`src/rtl/robot_seq_pkg.sv`:
```
// robot_seq_pkg: shared state encoding, command bit positions and heading constants for the actuator sequencer
package robot_seq_pkg;
  typedef enum logic [2:0] {ST_IDLE, ST_DRIVE, ST_ROTATE, ST_BRUSH, ST_ACK, ST_FAULT} seq_state_t;
  localparam int CMD_FRONT = 2;
  localparam int CMD_TURN = 1;
  localparam int CMD_REMOVE = 0;
  localparam logic [2:0] OP_FRONT = 3'(1 << CMD_FRONT);
  localparam logic [2:0] OP_TURN = 3'(1 << CMD_TURN);
  localparam logic [2:0] OP_REMOVE = 3'(1 << CMD_REMOVE);
  localparam logic [1:0] HEAD_N = 2'd0;
  localparam logic [1:0] HEAD_E = 2'd1;
  localparam logic [1:0] HEAD_S = 2'd2;
  localparam logic [1:0] HEAD_W = 2'd3;
  function automatic int timer_width(input int a, input int b, input int c);
    int m;
    m = a > b ? a : b;
    m = m > c ? m : c;
    return m > 1 ? $clog2(m) : 1;
  endfunction
endpackage

```
`src/rtl/robot_actuator_sequencer_if.sv`:
```
// robot_actuator_sequencer_if: command inputs from the decision FSM and actuator/status outputs
interface robot_actuator_sequencer_if #(parameter int CNT_W = 8);
  logic front, turn, remove;
  logic drive_motor, rotate_motor, brush_motor;
  logic busy, step_done, fault;
  logic [1:0] heading;
  logic [CNT_W-1:0] move_count, trash_count;
  modport master (
    output front, turn, remove,
    input drive_motor, rotate_motor, brush_motor, busy, step_done, fault, heading, move_count, trash_count
  );
  modport slave (
    input front, turn, remove,
    output drive_motor, rotate_motor, brush_motor, busy, step_done, fault, heading, move_count, trash_count
  );
endinterface

```
`src/rtl/robot_action_timer.sv`:
```
// robot_action_timer: loadable down-counter that parks at zero and flags it
module robot_action_timer #(parameter int W = 3) (
  input  logic         clock,
  input  logic         reset,
  input  logic         load,
  input  logic [W-1:0] load_value,
  output logic         zero
);
  logic [W-1:0] count;
  assign zero = count == '0;
  always_ff @(posedge clock or negedge reset)
    if (!reset) count <= '0;
    else count <= load ? load_value : zero ? count : count - 1'b1;
endmodule

```
`src/rtl/robot_actuator_sequencer.sv`:
```
// robot_actuator_sequencer: turns level-coded FSM commands into timed actuator pulses with a step_done strobe
module robot_actuator_sequencer
  import robot_seq_pkg::*;
#(
  parameter int FRONT_CYCLES = 8,
  parameter int TURN_CYCLES = 4,
  parameter int REMOVE_CYCLES = 6,
  parameter int CNT_W = 8
) (
  input logic clock,
  input logic reset,
  robot_actuator_sequencer_if.slave bus
);
  localparam int TW = timer_width(FRONT_CYCLES, TURN_CYCLES, REMOVE_CYCLES);
  typedef logic [CNT_W-1:0] cnt_t;
  seq_state_t state;
  logic [2:0] cmd;
  logic load, zero;
  logic [TW-1:0] load_value;
  always_comb begin
    cmd = '0;
    cmd[CMD_FRONT] = bus.front;
    cmd[CMD_TURN] = bus.turn;
    cmd[CMD_REMOVE] = bus.remove;
  end
  assign load = state == ST_IDLE && $onehot(cmd);
  assign load_value = cmd == OP_FRONT ? TW'(FRONT_CYCLES - 1) :
                      cmd == OP_TURN  ? TW'(TURN_CYCLES - 1) : TW'(REMOVE_CYCLES - 1);
  robot_action_timer #(.W(TW)) timer (
    .clock(clock),
    .reset(reset),
    .load(load),
    .load_value(load_value),
    .zero(zero)
  );
  always_ff @(posedge clock or negedge reset)
    if (!reset) begin
      state <= ST_IDLE;
      bus.drive_motor <= 1'b0;
      bus.rotate_motor <= 1'b0;
      bus.brush_motor <= 1'b0;
      bus.busy <= 1'b0;
      bus.step_done <= 1'b0;
      bus.fault <= 1'b0;
      bus.heading <= HEAD_N;
      bus.move_count <= '0;
      bus.trash_count <= '0;
    end else begin
      case (state)
        ST_IDLE: begin
          state <= cmd == OP_FRONT  ? ST_DRIVE :
                   cmd == OP_TURN   ? ST_ROTATE :
                   cmd == OP_REMOVE ? ST_BRUSH :
                   cmd == 3'b000    ? ST_ACK : ST_FAULT;
          bus.drive_motor <= cmd == OP_FRONT;
          bus.rotate_motor <= cmd == OP_TURN;
          bus.brush_motor <= cmd == OP_REMOVE;
          bus.step_done <= cmd == 3'b000;
          bus.fault <= !$onehot0(cmd);
          bus.busy <= 1'b1;
        end
        ST_DRIVE, ST_ROTATE, ST_BRUSH:
          if (zero) begin
            state <= ST_ACK;
            bus.drive_motor <= 1'b0;
            bus.rotate_motor <= 1'b0;
            bus.brush_motor <= 1'b0;
            bus.step_done <= 1'b1;
            if (state == ST_DRIVE && bus.move_count != '1) bus.move_count <= bus.move_count + cnt_t'(1);
            if (state == ST_ROTATE) bus.heading <= bus.heading + 2'd1;
            if (state == ST_BRUSH && bus.trash_count != '1) bus.trash_count <= bus.trash_count + cnt_t'(1);
          end
        ST_ACK: begin
          state <= ST_IDLE;
          bus.step_done <= 1'b0;
          bus.busy <= 1'b0;
        end
        default: state <= ST_FAULT;
      endcase
    end
endmodule

```
`src/flat_wrapper.sv`:
```
// flat-port wrapper written by rule: the top's interface ports become plain ports
module robot_actuator_sequencer_flat import robot_seq_pkg::*;
#(
  parameter int FRONT_CYCLES = 8,
  parameter int TURN_CYCLES = 4,
  parameter int REMOVE_CYCLES = 6,
  parameter int CNT_W = 8
)
  (clock, reset, bus_front, bus_turn, bus_remove, bus_drive_motor, bus_rotate_motor, bus_brush_motor, bus_busy, bus_step_done, bus_fault, bus_heading, bus_move_count, bus_trash_count);
  robot_actuator_sequencer_if #(.CNT_W(CNT_W)) bus_i ();
  input logic clock;
  input logic reset;
  input wire logic [$bits(bus_i.front)-1:0] bus_front;
  input wire logic [$bits(bus_i.turn)-1:0] bus_turn;
  input wire logic [$bits(bus_i.remove)-1:0] bus_remove;
  output wire logic [$bits(bus_i.drive_motor)-1:0] bus_drive_motor;
  output wire logic [$bits(bus_i.rotate_motor)-1:0] bus_rotate_motor;
  output wire logic [$bits(bus_i.brush_motor)-1:0] bus_brush_motor;
  output wire logic [$bits(bus_i.busy)-1:0] bus_busy;
  output wire logic [$bits(bus_i.step_done)-1:0] bus_step_done;
  output wire logic [$bits(bus_i.fault)-1:0] bus_fault;
  output wire logic [$bits(bus_i.heading)-1:0] bus_heading;
  output wire logic [$bits(bus_i.move_count)-1:0] bus_move_count;
  output wire logic [$bits(bus_i.trash_count)-1:0] bus_trash_count;
  assign bus_i.front = bus_front;
  assign bus_i.turn = bus_turn;
  assign bus_i.remove = bus_remove;
  assign bus_drive_motor = bus_i.drive_motor;
  assign bus_rotate_motor = bus_i.rotate_motor;
  assign bus_brush_motor = bus_i.brush_motor;
  assign bus_busy = bus_i.busy;
  assign bus_step_done = bus_i.step_done;
  assign bus_fault = bus_i.fault;
  assign bus_heading = bus_i.heading;
  assign bus_move_count = bus_i.move_count;
  assign bus_trash_count = bus_i.trash_count;
  robot_actuator_sequencer #(.FRONT_CYCLES(FRONT_CYCLES), .TURN_CYCLES(TURN_CYCLES), .REMOVE_CYCLES(REMOVE_CYCLES), .CNT_W(CNT_W)) u_core (.clock(clock), .reset(reset), .bus(bus_i));
endmodule
```
`config.mk`:
```
export PLATFORM = sky130hd
export DESIGN_NAME = robot_actuator_sequencer_flat
export DESIGN_NICKNAME = d
export VERILOG_FILES = /design/src/rtl/robot_seq_pkg.sv /design/src/rtl/robot_actuator_sequencer_if.sv /design/src/rtl/robot_action_timer.sv /design/src/rtl/robot_actuator_sequencer.sv /design/src/flat_wrapper.sv
export SDC_FILE = /design/constraint.sdc
export NUM_CORES = 1
export LEC_CHECK = 0
export CORE_MARGIN = 1.5
export CORE_UTILIZATION = 44
export DETAILED_ROUTE_END_ITERATION = 12
export HOLD_SLACK_MARGIN = 0.08
export PLACE_DENSITY = 0.76
export SYNTH_ARGS = -nofsm -noshare
export SYNTH_HDL_FRONTEND = slang
export SYNTH_SLANG_ARGS = --single-unit
```
`constraint.sdc`:
```
create_clock -name clock -period 2.1 [get_ports clock]
set_input_delay 0.315 -clock clock [delete_from_list [all_inputs] [get_ports clock]]
set_output_delay 0.315 -clock clock [all_outputs]
set_load 0.005 [all_outputs]
```
### After elaboration in Yosys (flattened, before gate mapping)

Cells that the tools add are included.

* register bits after elaboration: 30
* output and inout port bits: 24
* logic and storage cells: 63

* add/sub/neg operators: 6
* order comparisons: 1
* equality and inequality tests: 12
* muxes and demuxes: 17
* reduce and logical (&&, ||, !) cells: 16

Operator list (count)
* two-way mux 3 bit: 8
* adder 8 x 1 -> 8 bit, second input constant: 2
* inequality test 8 bit, second input constant: 2
* equality test 3 x 2 -> 1 bit, second input constant: 3
* zero test 3 bit: 3
* one-hot mux 3 bit (3 select lines): 1
* AND reduction 3 bit: 3
* one-hot mux 1 bit (2 select lines): 4
* equality test 3 x 1 -> 1 bit, second input constant: 2
* equality test 3 bit, second input constant: 2
* AND reduction 2 bit: 2
* nonzero test 2 bit: 2
* logical AND 1 bit: 3
* two-way mux 1 bit: 3
* one-hot mux 1 bit (3 select lines): 1
* nonzero test 3 bit: 1
* OR reduction 3 bit: 1
* subtractor 3 x 1 -> 3 bit, second input constant: 1
* adder 1 x 1 -> 2 bit: 1
* adder 2 x 1 -> 2 bit: 1
* adder 2 x 1 -> 2 bit, second input constant: 1
* equality test 2 x 1 -> 1 bit, second input constant: 1
* less-or-equal comparator 2 x 1 -> 1 bit, second input constant: 1
* inequality test 2 x 1 -> 1 bit, second input constant: 1
* other kinds (2): 2

### Logic depth before layout (Yosys ltp)

Gate-level depths: netlist (run 1).

* depth in word-level cells: 6
* mapped depth: 6

### Cells and area by module

A second synthesis (run 1) with hierarchy kept.

* cells, all modules: 146
* area, all modules: 1527.7 µm²

By module, submodules not included
* robot_actuator_sequencer: instances 1, cells each 125, area each 1327.5 µm²
* robot_action_timer: instances 1, cells each 21, area each 200.2 µm²

### Worst setup path before layout (run 1)

OpenSTA, ideal clock, no wires.

* path kind: register -> register
* from: reg u_core.timer.count[0]
* to: reg u_core.bus.move_count[5]
* library setup time: 0.127 ns
* arrival time: 1.787 ns
* setup slack: 0.185 ns
* cell stages (with the launch flop): 7
* path buffers: 0
* period minus slack after synthesis: 1.915 ns
* path through: dfrtp_1 inv_1 ha_1 nor3b_4 or4b_4 nor2_1 mux2_1

* word-level cells in the longest chain between the ends: 2

Ends and longest elaborated chain
* start: declaration: line robot_action_timer.sv:9 `logic [W-1:0] count;`
* start signal: assignment: line robot_action_timer.sv:13 `else count <= load ? load_value : zero ? count : count - 1'b1;`
* zero test 3 bit: line robot_action_timer.sv:10 `assign zero = count == '0;`
* AND reduction 3 bit (no source line)
* end signal: assignment: line robot_actuator_sequencer.sv:69 `if (state == ST_DRIVE && bus.move_count != '1) bus.move_count <= bus.move_count + cnt_t'(1);`
* end: declaration: line robot_actuator_sequencer_if.sv:14 `output drive_motor, rotate_motor, brush_motor, busy, step_done, fault, heading, move_count, trash_count`

Every way passes these cells.
A chain may end at the register's enable or synchronous reset.

### Final worst setup path (run 1)

* from: reg u_core.timer.count[0]
* to: reg u_core.bus.move_count[7]

Same word-level chain as after synthesis.

==> results.md, run 1 <==
- result of the run: finished, final reports clean
- # Post-CTS Setup Buffers: 0
- final hold violation count: 0
- wire length per cell after detailed routing: 13.5 um
- Post-Synthesis Net Count: 155
- sum of internal, switching and leakage power: 0.000988 W
- FFs w/ async S/R, synth: 1.00
- half-perimeter wire length after detailed placement: 2290 um
- drt pass-1 iters: 4
- Clk pin slew, worst setup/hold paths: 0.10 ns
- largest net degree at the start of global routing: 31
- Maximum Capacitance Violations: 0
- count of synthesis-stage warnings from yosys: 0
- sequential cell area: 751 um^2
- worst min path class: in2async
- proportion of power drawn by the clock network: 0.367
- worst relative slew slack: 0.692
- root cell of the clock tree: sky130_fd_sc_hd__clkbuf_4
- Cell Count Post-Placement: 223
- Leak Pwr: 0.885 nW
- final core area utilization: 0.591
- most common library cell in the layout ignoring fill and taps: sky130_fd_sc_hd__dfrtp_1
- filler-free cell count of the finished design: 231
- number of buffers added by the clock tree synthesis step: 5
- post-synth top area cell: sky130_fd_sc_hd__dfrtp_1
- die boundary height: 62.3 um
- data arrival time of the worst path: 2.16 ns
- number of top-level pins: 29
- nets: 195
- total net switching power: 0.000228 W
- post-synthesis register bit count: 30
- layout filler cell count: 333
- number of max-slew violations in the final report: 0
- area growth from synthesis to layout: 28.6%
- required time of the critical path: 2.32 ns
- initial DRC count: 47
- number of remaining DRC errors: 0
- vias: 1234
- kind of critical path: reg2reg
- starting density of the core: 0.460
- gr ovfl total: 0
- VDD IR-drop max: 339 uV
- die span in x: 62.3 um
- Synth top area share: 0.485
- Logic pwr share: 0.047
- sequential share of power: 0.585
- Post-synth EDFFs: 0
- CTS sink count: 30
- buffers added on ports: 28
- wire length of the first global-routing pass: 5610 um
- global-route usage over all layers: 0.183
- Core ar.: 3360 um^2
- origin of the critical flop-to-flop path: u_core.timer.count[0]
- Routability Congestion: 0.811
- critical path launch point: u_core.timer.count[0]
- buffer depth of the longest clock path: 2
- antenna diode count: 0
- count of different cell masters after synthesis: 42
- fraction of final layout cells with drive strength greater than 1: 0.178
- multi-input logic area: 761 um^2
- tightest hold margin: 0.361 ns
- Max Fanout on Critical Path: 4
- Mapped Avg Cell Area: 10.7 um^2
- RSZ-0062 raised after global routing: false
- count of hold-fix buffers inserted at cts: 0
- CTS tree: built
- Fmax achieved: 0.517 GHz
- post-synthesis instance area: 1550 um^2
- slew at the pin with the worst max-slew slack: 0.458 ns
- type of element capturing the critical path: flip-flop
- kind of start point of the critical path: flip-flop
- pwr dens: 497 nW/um^2
- number of global-route vias before repair: 1244
- final clock period utilization by the worst path: 0.921
- shortest clock period the worst path allows after layout: 1.93 ns
- instance count of the mapped netlist: 144
- switching share of total power: 0.231
- vias per cell: 5.34
- top flip-flop cell by instance count after synthesis: sky130_fd_sc_hd__dfrtp_1
- number of antenna violations at the first check in global routing: 0
- Placement Rows: 21
- setup clock skew after layout: 0.00978 ns
- setup_tns: 0 ns
- cell internal power dissipation: 0.000760 W
- number of levels the H-tree was split into: 2
- sequential-to-total area share from yosys stat: 0.485
- total wire length: 3130 um
- Setup-failing EPs final: 0
- post-cts repair resize count: 0
- die area: 3880 um^2
- most frequent cells in the layout: sky130_fd_sc_hd__dfrtp_1 (30), sky130_fd_sc_hd__clkdlybuf4s50_1 (28), sky130_fd_sc_hd__nand2_1 (21), sky130_fd_sc_hd__mux2_2 (10)
- clock latency on the worst-skew pair: 0.33 ns
- DRT antenna net count: 0
- most area-consuming cells after synthesis: sky130_fd_sc_hd__dfrtp_1 (49%), sky130_fd_sc_hd__mux2_2 (7.3%), sky130_fd_sc_hd__nand2_1 (5.1%), sky130_fd_sc_hd__ha_1 (4.0%), sky130_fd_sc_hd__xnor2_1 (4.0%)
cell usage after synthesis, types with 2 or more instances:
master,count
sky130_fd_sc_hd__mux2_1,2
sky130_fd_sc_hd__a22o_1,3
sky130_fd_sc_hd__nor2b_1,2
sky130_fd_sc_hd__nand3_1,6
sky130_fd_sc_hd__nor3_1,3
sky130_fd_sc_hd__nand4_1,3
sky130_fd_sc_hd__dfrtp_1,30
sky130_fd_sc_hd__nand2_1,21
sky130_fd_sc_hd__ha_1,5
sky130_fd_sc_hd__nor2_1,6
sky130_fd_sc_hd__a21oi_1,2
sky130_fd_sc_hd__mux2_2,10
sky130_fd_sc_hd__and3_2,2
sky130_fd_sc_hd__nand2b_1,3
sky130_fd_sc_hd__o21ai_0,5
sky130_fd_sc_hd__xnor2_1,7
sky130_fd_sc_hd__inv_1,7
sky130_fd_sc_hd__o31ai_1,3
flip-flops by register name (all words and copies together) (netlist names):
signal                   cells
u_core.bus.heading           2
u_core.state                 3
u_core.bus.move_count        8
u_core.bus.trash_count       8
u_core.bus.drive_motor       1
u_core.bus.busy              1
u_core.bus.rotate_motor      1
u_core.bus.brush_motor       1
u_core.bus.fault             1
u_core.bus.step_done         1
u_core.timer.count           3
per-layer routing:
metal  wire length [um]  track usage
met2               1560        0.310
met4                 50       0.0806
met5                  0            0
met3                124       0.0489
met1               1390        0.220
critical path: stages (launching register included):
cell	delay (ns)
sky130_fd_sc_hd__dfrtp_1	0.37
sky130_fd_sc_hd__inv_1	0.10
sky130_fd_sc_hd__ha_1	0.22
sky130_fd_sc_hd__nor3b_4	0.20
sky130_fd_sc_hd__or4b_4	0.49
sky130_fd_sc_hd__nor2b_2	0.13
sky130_fd_sc_hd__mux2_1	0.32
stage by stage:
stage / instance area [um^2] / setup slack, ns
6_report: 1990 / 0.166
5_1_grt: 1990 / 0.0107
4_1_cts: 1990 / 0.146
3_5_place_dp: 1930 / 0.100
3_3_place_gp: 1930 / 0.216
2_1_floorplan: 1550 / 0.185
path summary, 6_finish.rpt:
path,slack [ns],endpoint,cells past startpoint
min in group clock,0.48,u_core.bus.heading[1],1
max reg2reg,0.17,u_core.bus.move_count[7],6
min,0.36,u_core.bus.move_count[0],2
max in group asynchronous,1.46,u_core.bus.brush_motor,2
min reg2reg,0.48,u_core.bus.heading[1],1
max,0.17,u_core.bus.move_count[7],6
power groups by stage:
stage,registers [W],clock network (W),logic (W)
floorplan,0.000590,0,0.0000138
global placement,0.000590,0,0.0000441
detailed placement,0.000590,0,0.0000473
CTS,0.000578,0.000367,0.0000478
global route,0.000579,0.000393,0.0000529
finish,0.000578,0.000363,0.0000465
layout make-up:
| cell class | count | share of cell area |
|---|---|---|
| clock buffer | 7 | 0.0277 |
| timing repair buffer | 35 | 0.167 |
| clock inverter | 1 | 0.00252 |
| sequential | 30 | 0.378 |
| multi-input combinational | 105 | 0.383 |
| tap | 46 | 0.0289 |
| inverter | 7 | 0.0132 |
cells by family (layout without fill, tap and decap cells):
kind of cell | count (synthesis) | count (layout) | synth area share
adder cells (fa/ha/maj) | 6 | 6 | 0.0534
multiplexers | 12 | 12 | 0.0874
AND/OR/NAND/NOR | 58 | 58 | 0.210
buffers and inverters | 9 | 50 | 0.0227
flip-flops | 30 | 30 | 0.485
XOR/XNOR | 8 | 8 | 0.0453
AO/OA/AOI/OAI | 21 | 21 | 0.0955
Note: power is estimated with default switching activity, not from simulation.
==> inputs of run 2 (changes only) <==
Settings changed: ABC_AREA from default to 0, PLACE_DENSITY 0.76 to 0.72.
==> run 2 against run 1 <==
  * Critical path type unchanged
  * First-iteration DRC count increased by 43%
  * Largest power group unchanged
  * Critical endpoint is now u_core.bus.move_count[5]
  * Hold slack improved by 0.020 ns
  * Largest cell class unchanged
  * Register-to-register slack about the same
==> results.md, run 2 (same netlist as run 1, synthesis figures left out) <==
- slew at the pin with the worst max-slew slack: 0.394 ns, -0.0638 ns
- switching share of total power: 0.216, -0.0141
- required time of the critical path: 2.30 ns, -0.02 ns
- post-cts repair resize count: 0, unchanged
- final clock period utilization by the worst path: 0.918, -0.00253
- Max Fanout on Critical Path: 4, unchanged
- wire length per cell after detailed routing: 12.6 um, -7.1%
- most common library cell in the layout ignoring fill and taps: sky130_fd_sc_hd__dfrtp_1
- area of all placed cells without fillers: 1990 um^2, unchanged
- sequential share of power: 0.596, +0.011
- Routed met2 length: 1410 um, -10%
- total net switching power: 0.000210 W, -7.8%
- nets: 195, unchanged
- global-route usage over all layers: 0.173, -0.0105
- buffer depth of the longest clock path: 2, unchanged
- buffers added on ports: 28, unchanged
- type of element capturing the critical path: flip-flop
- starting density of the core: 0.460, unchanged
- worst relative slew slack: 0.735, +0.0429
- root cell of the clock tree: sky130_fd_sc_hd__clkbuf_4
- shortest clock period the worst path allows after layout: 1.93 ns, -0.00532 ns
- number of top-level pins: 29, unchanged
- delay of the slowest critical-path stage: 0.49 ns, about the same
- setup_tns: 0 ns, unchanged
- post-place instance area: 1930 um^2, unchanged
- largest net degree at the start of global routing: 31, unchanged
- registers with the most flip-flops: u_core.bus.move_count (8), u_core.bus.trash_count (8)
- met3 wire len: 130 um, +4.8%
- kind of start point of the critical path: flip-flop
- initial DRC count: 67, +43%
- ordered list of cells on the worst path: inv_1 > ha_1 > nor3b_4 > or4b_4 > nor2_1 > mux2_1
- Maximum Capacitance Violations: 0, unchanged
- largest delay contributor family on the critical path: simple AND/OR/NAND/NOR gates
- Routability Congestion: 0.775, -4.4%
- CTS sink count: 30, unchanged
- pwr dens: 488 nW/um^2, -1.8%
- Core ar.: 3360 um^2, unchanged
- VDD IR-drop max: 356 uV, +5.1%
- area growth from synthesis to layout: 28.6%, unchanged
- Fmax achieved: 0.518 GHz, +0.28%
- worst min path class: in2async
- Leak Pwr: 0.885 nW, unchanged
- die span in x: 62.3 um, unchanged
- number of buffers added by the clock tree synthesis step: 5, unchanged
- Clk pin slew, worst setup/hold paths: 0.09 ns, about the same
- kind of critical path: reg2reg
- fraction of final layout cells with drive strength greater than 1: 0.178, unchanged
- count of buffer and inverter cells on the critical path: 1, unchanged
- gr ovfl total: 0, unchanged
- Logic pwr share: 0.047, about the same
- cell at the slowest stage of the critical path: sky130_fd_sc_hd__or4b_4
- count of hold-fix buffers inserted at cts: 0, unchanged
- layout filler cell count: 318, -4.5%
- half-perimeter wire length after detailed placement: 2200 um, -4.2%
- vias: 1207, -2.2%
- data arrival time of the worst path: 2.13 ns, -0.03 ns
- number of levels the H-tree was split into: 2, unchanged
- Setup-failing EPs final: 0, unchanged
- vias per cell: 5.23, -2.2%
- number of global-route vias before repair: 1222, -1.8%
- number of remaining DRC errors: 0, unchanged
- Placement Rows: 21, unchanged
- cell internal power dissipation: 0.000760 W, about the same
- number of max-slew violations in the final report: 0, unchanged
- final hold violation count: 0, unchanged
- DRT antenna net count: 0, unchanged
- total wire length: 2910 um, -7.1%
- highest routed metal layer: met4
- total routed wire length on the met1 layer: 1360 um, -2.7%
- # Post-CTS Setup Buffers: 0, unchanged
- proportion of power drawn by the clock network: 0.357, -0.010
- setup clock skew after layout: 0.00798 ns, -0.00181 ns
- drt pass-1 iters: 4, unchanged
- die boundary height: 62.3 um, unchanged
- number of antenna violations at the first check in global routing: 0, unchanged
- final core area utilization: 0.591, unchanged
- result of the run: finished, final reports clean
- die area: 3880 um^2, unchanged
- RSZ-0062 raised after global routing: false
- wire length of the first global-routing pass: 5410 um, -3.6%
- most frequent cells in the layout: sky130_fd_sc_hd__dfrtp_1 (30), sky130_fd_sc_hd__clkdlybuf4s50_1 (28), sky130_fd_sc_hd__nand2_1 (21), sky130_fd_sc_hd__mux2_2 (10)
- CTS tree: built
- clock latency on the worst-skew pair: 0.32 ns, about the same
- antenna diode count: 0, unchanged
run 2: cell counts in the layout (fill, tap and decap cells not counted):
No cell type changed its count.
run 2: power groups by stage:
stage	clock, W	combinational (W)	sequential [W]
after CTS	0.000365	0.0000467	0.000578
after floorplan	0	0.0000138	0.000590
after global routing	0.000387	0.0000517	0.000578
after global placement	0	0.0000442	0.000590
final	0.000346	0.0000456	0.000578
after detailed placement	0	0.0000465	0.000590
run 2: per-stage QoR:
stage	std cells	worst slack, ns	hold slack (ns)	total power (W)
2_1_floorplan	144	0.185	0.0194	0.000604
3_3_place_gp	223	0.213	0.459	0.000634
3_5_place_dp	223	0.0895	0.462	0.000636
4_1_cts	231	0.165	0.388	0.000990
5_1_grt	231	0.0116	0.436	0.00102
6_report	231	0.171	0.381	0.000970
run 2: final timing paths:
check                      slack, ns             startpoint                        end  cells past startpoint
max in group asynchronous       1.44                  reset      u_core.timer.count[2]                      2
min in group clock              0.47  u_core.bus.heading[1]      u_core.bus.heading[1]                      1
hold reg to reg                 0.47  u_core.bus.heading[1]      u_core.bus.heading[1]                      1
setup / recovery                0.17  u_core.timer.count[0]   u_core.bus.move_count[5]                      6
hold / removal                  0.38                  reset  u_core.bus.trash_count[2]                      2
setup reg to reg                0.17  u_core.timer.count[0]   u_core.bus.move_count[5]                      6
run 2: routing by layer:
metal	track usage	vias up
met3	0.0344	2
met1	0.215	571
met5	0	-
li1	-	603
met4	0.0583	0
met2	0.300	31
run 2: layout make-up:
class | instances | area (um^2) | area share
Multi-Input combinational cell | 105 | 761 | 0.383
Sequential cell | 30 | 751 | 0.378
Timing Repair Buffer | 35 | 333 | 0.167
Tap cell | 46 | 57.6 | 0.0289
Clock buffer | 7 | 55.1 | 0.0277
Inverter | 7 | 26.3 | 0.0132
Clock inverter | 1 | 5.00 | 0.00252
run 2: worst reg2reg max path, stage by stage (launching register included):
cell and delay, ns:
sky130_fd_sc_hd__dfrtp_1 0.36, sky130_fd_sc_hd__inv_1 0.10, sky130_fd_sc_hd__ha_1 0.21, sky130_fd_sc_hd__nor3b_4 0.20
sky130_fd_sc_hd__or4b_4 0.49, sky130_fd_sc_hd__nor2_1 0.13, sky130_fd_sc_hd__mux2_1 0.32
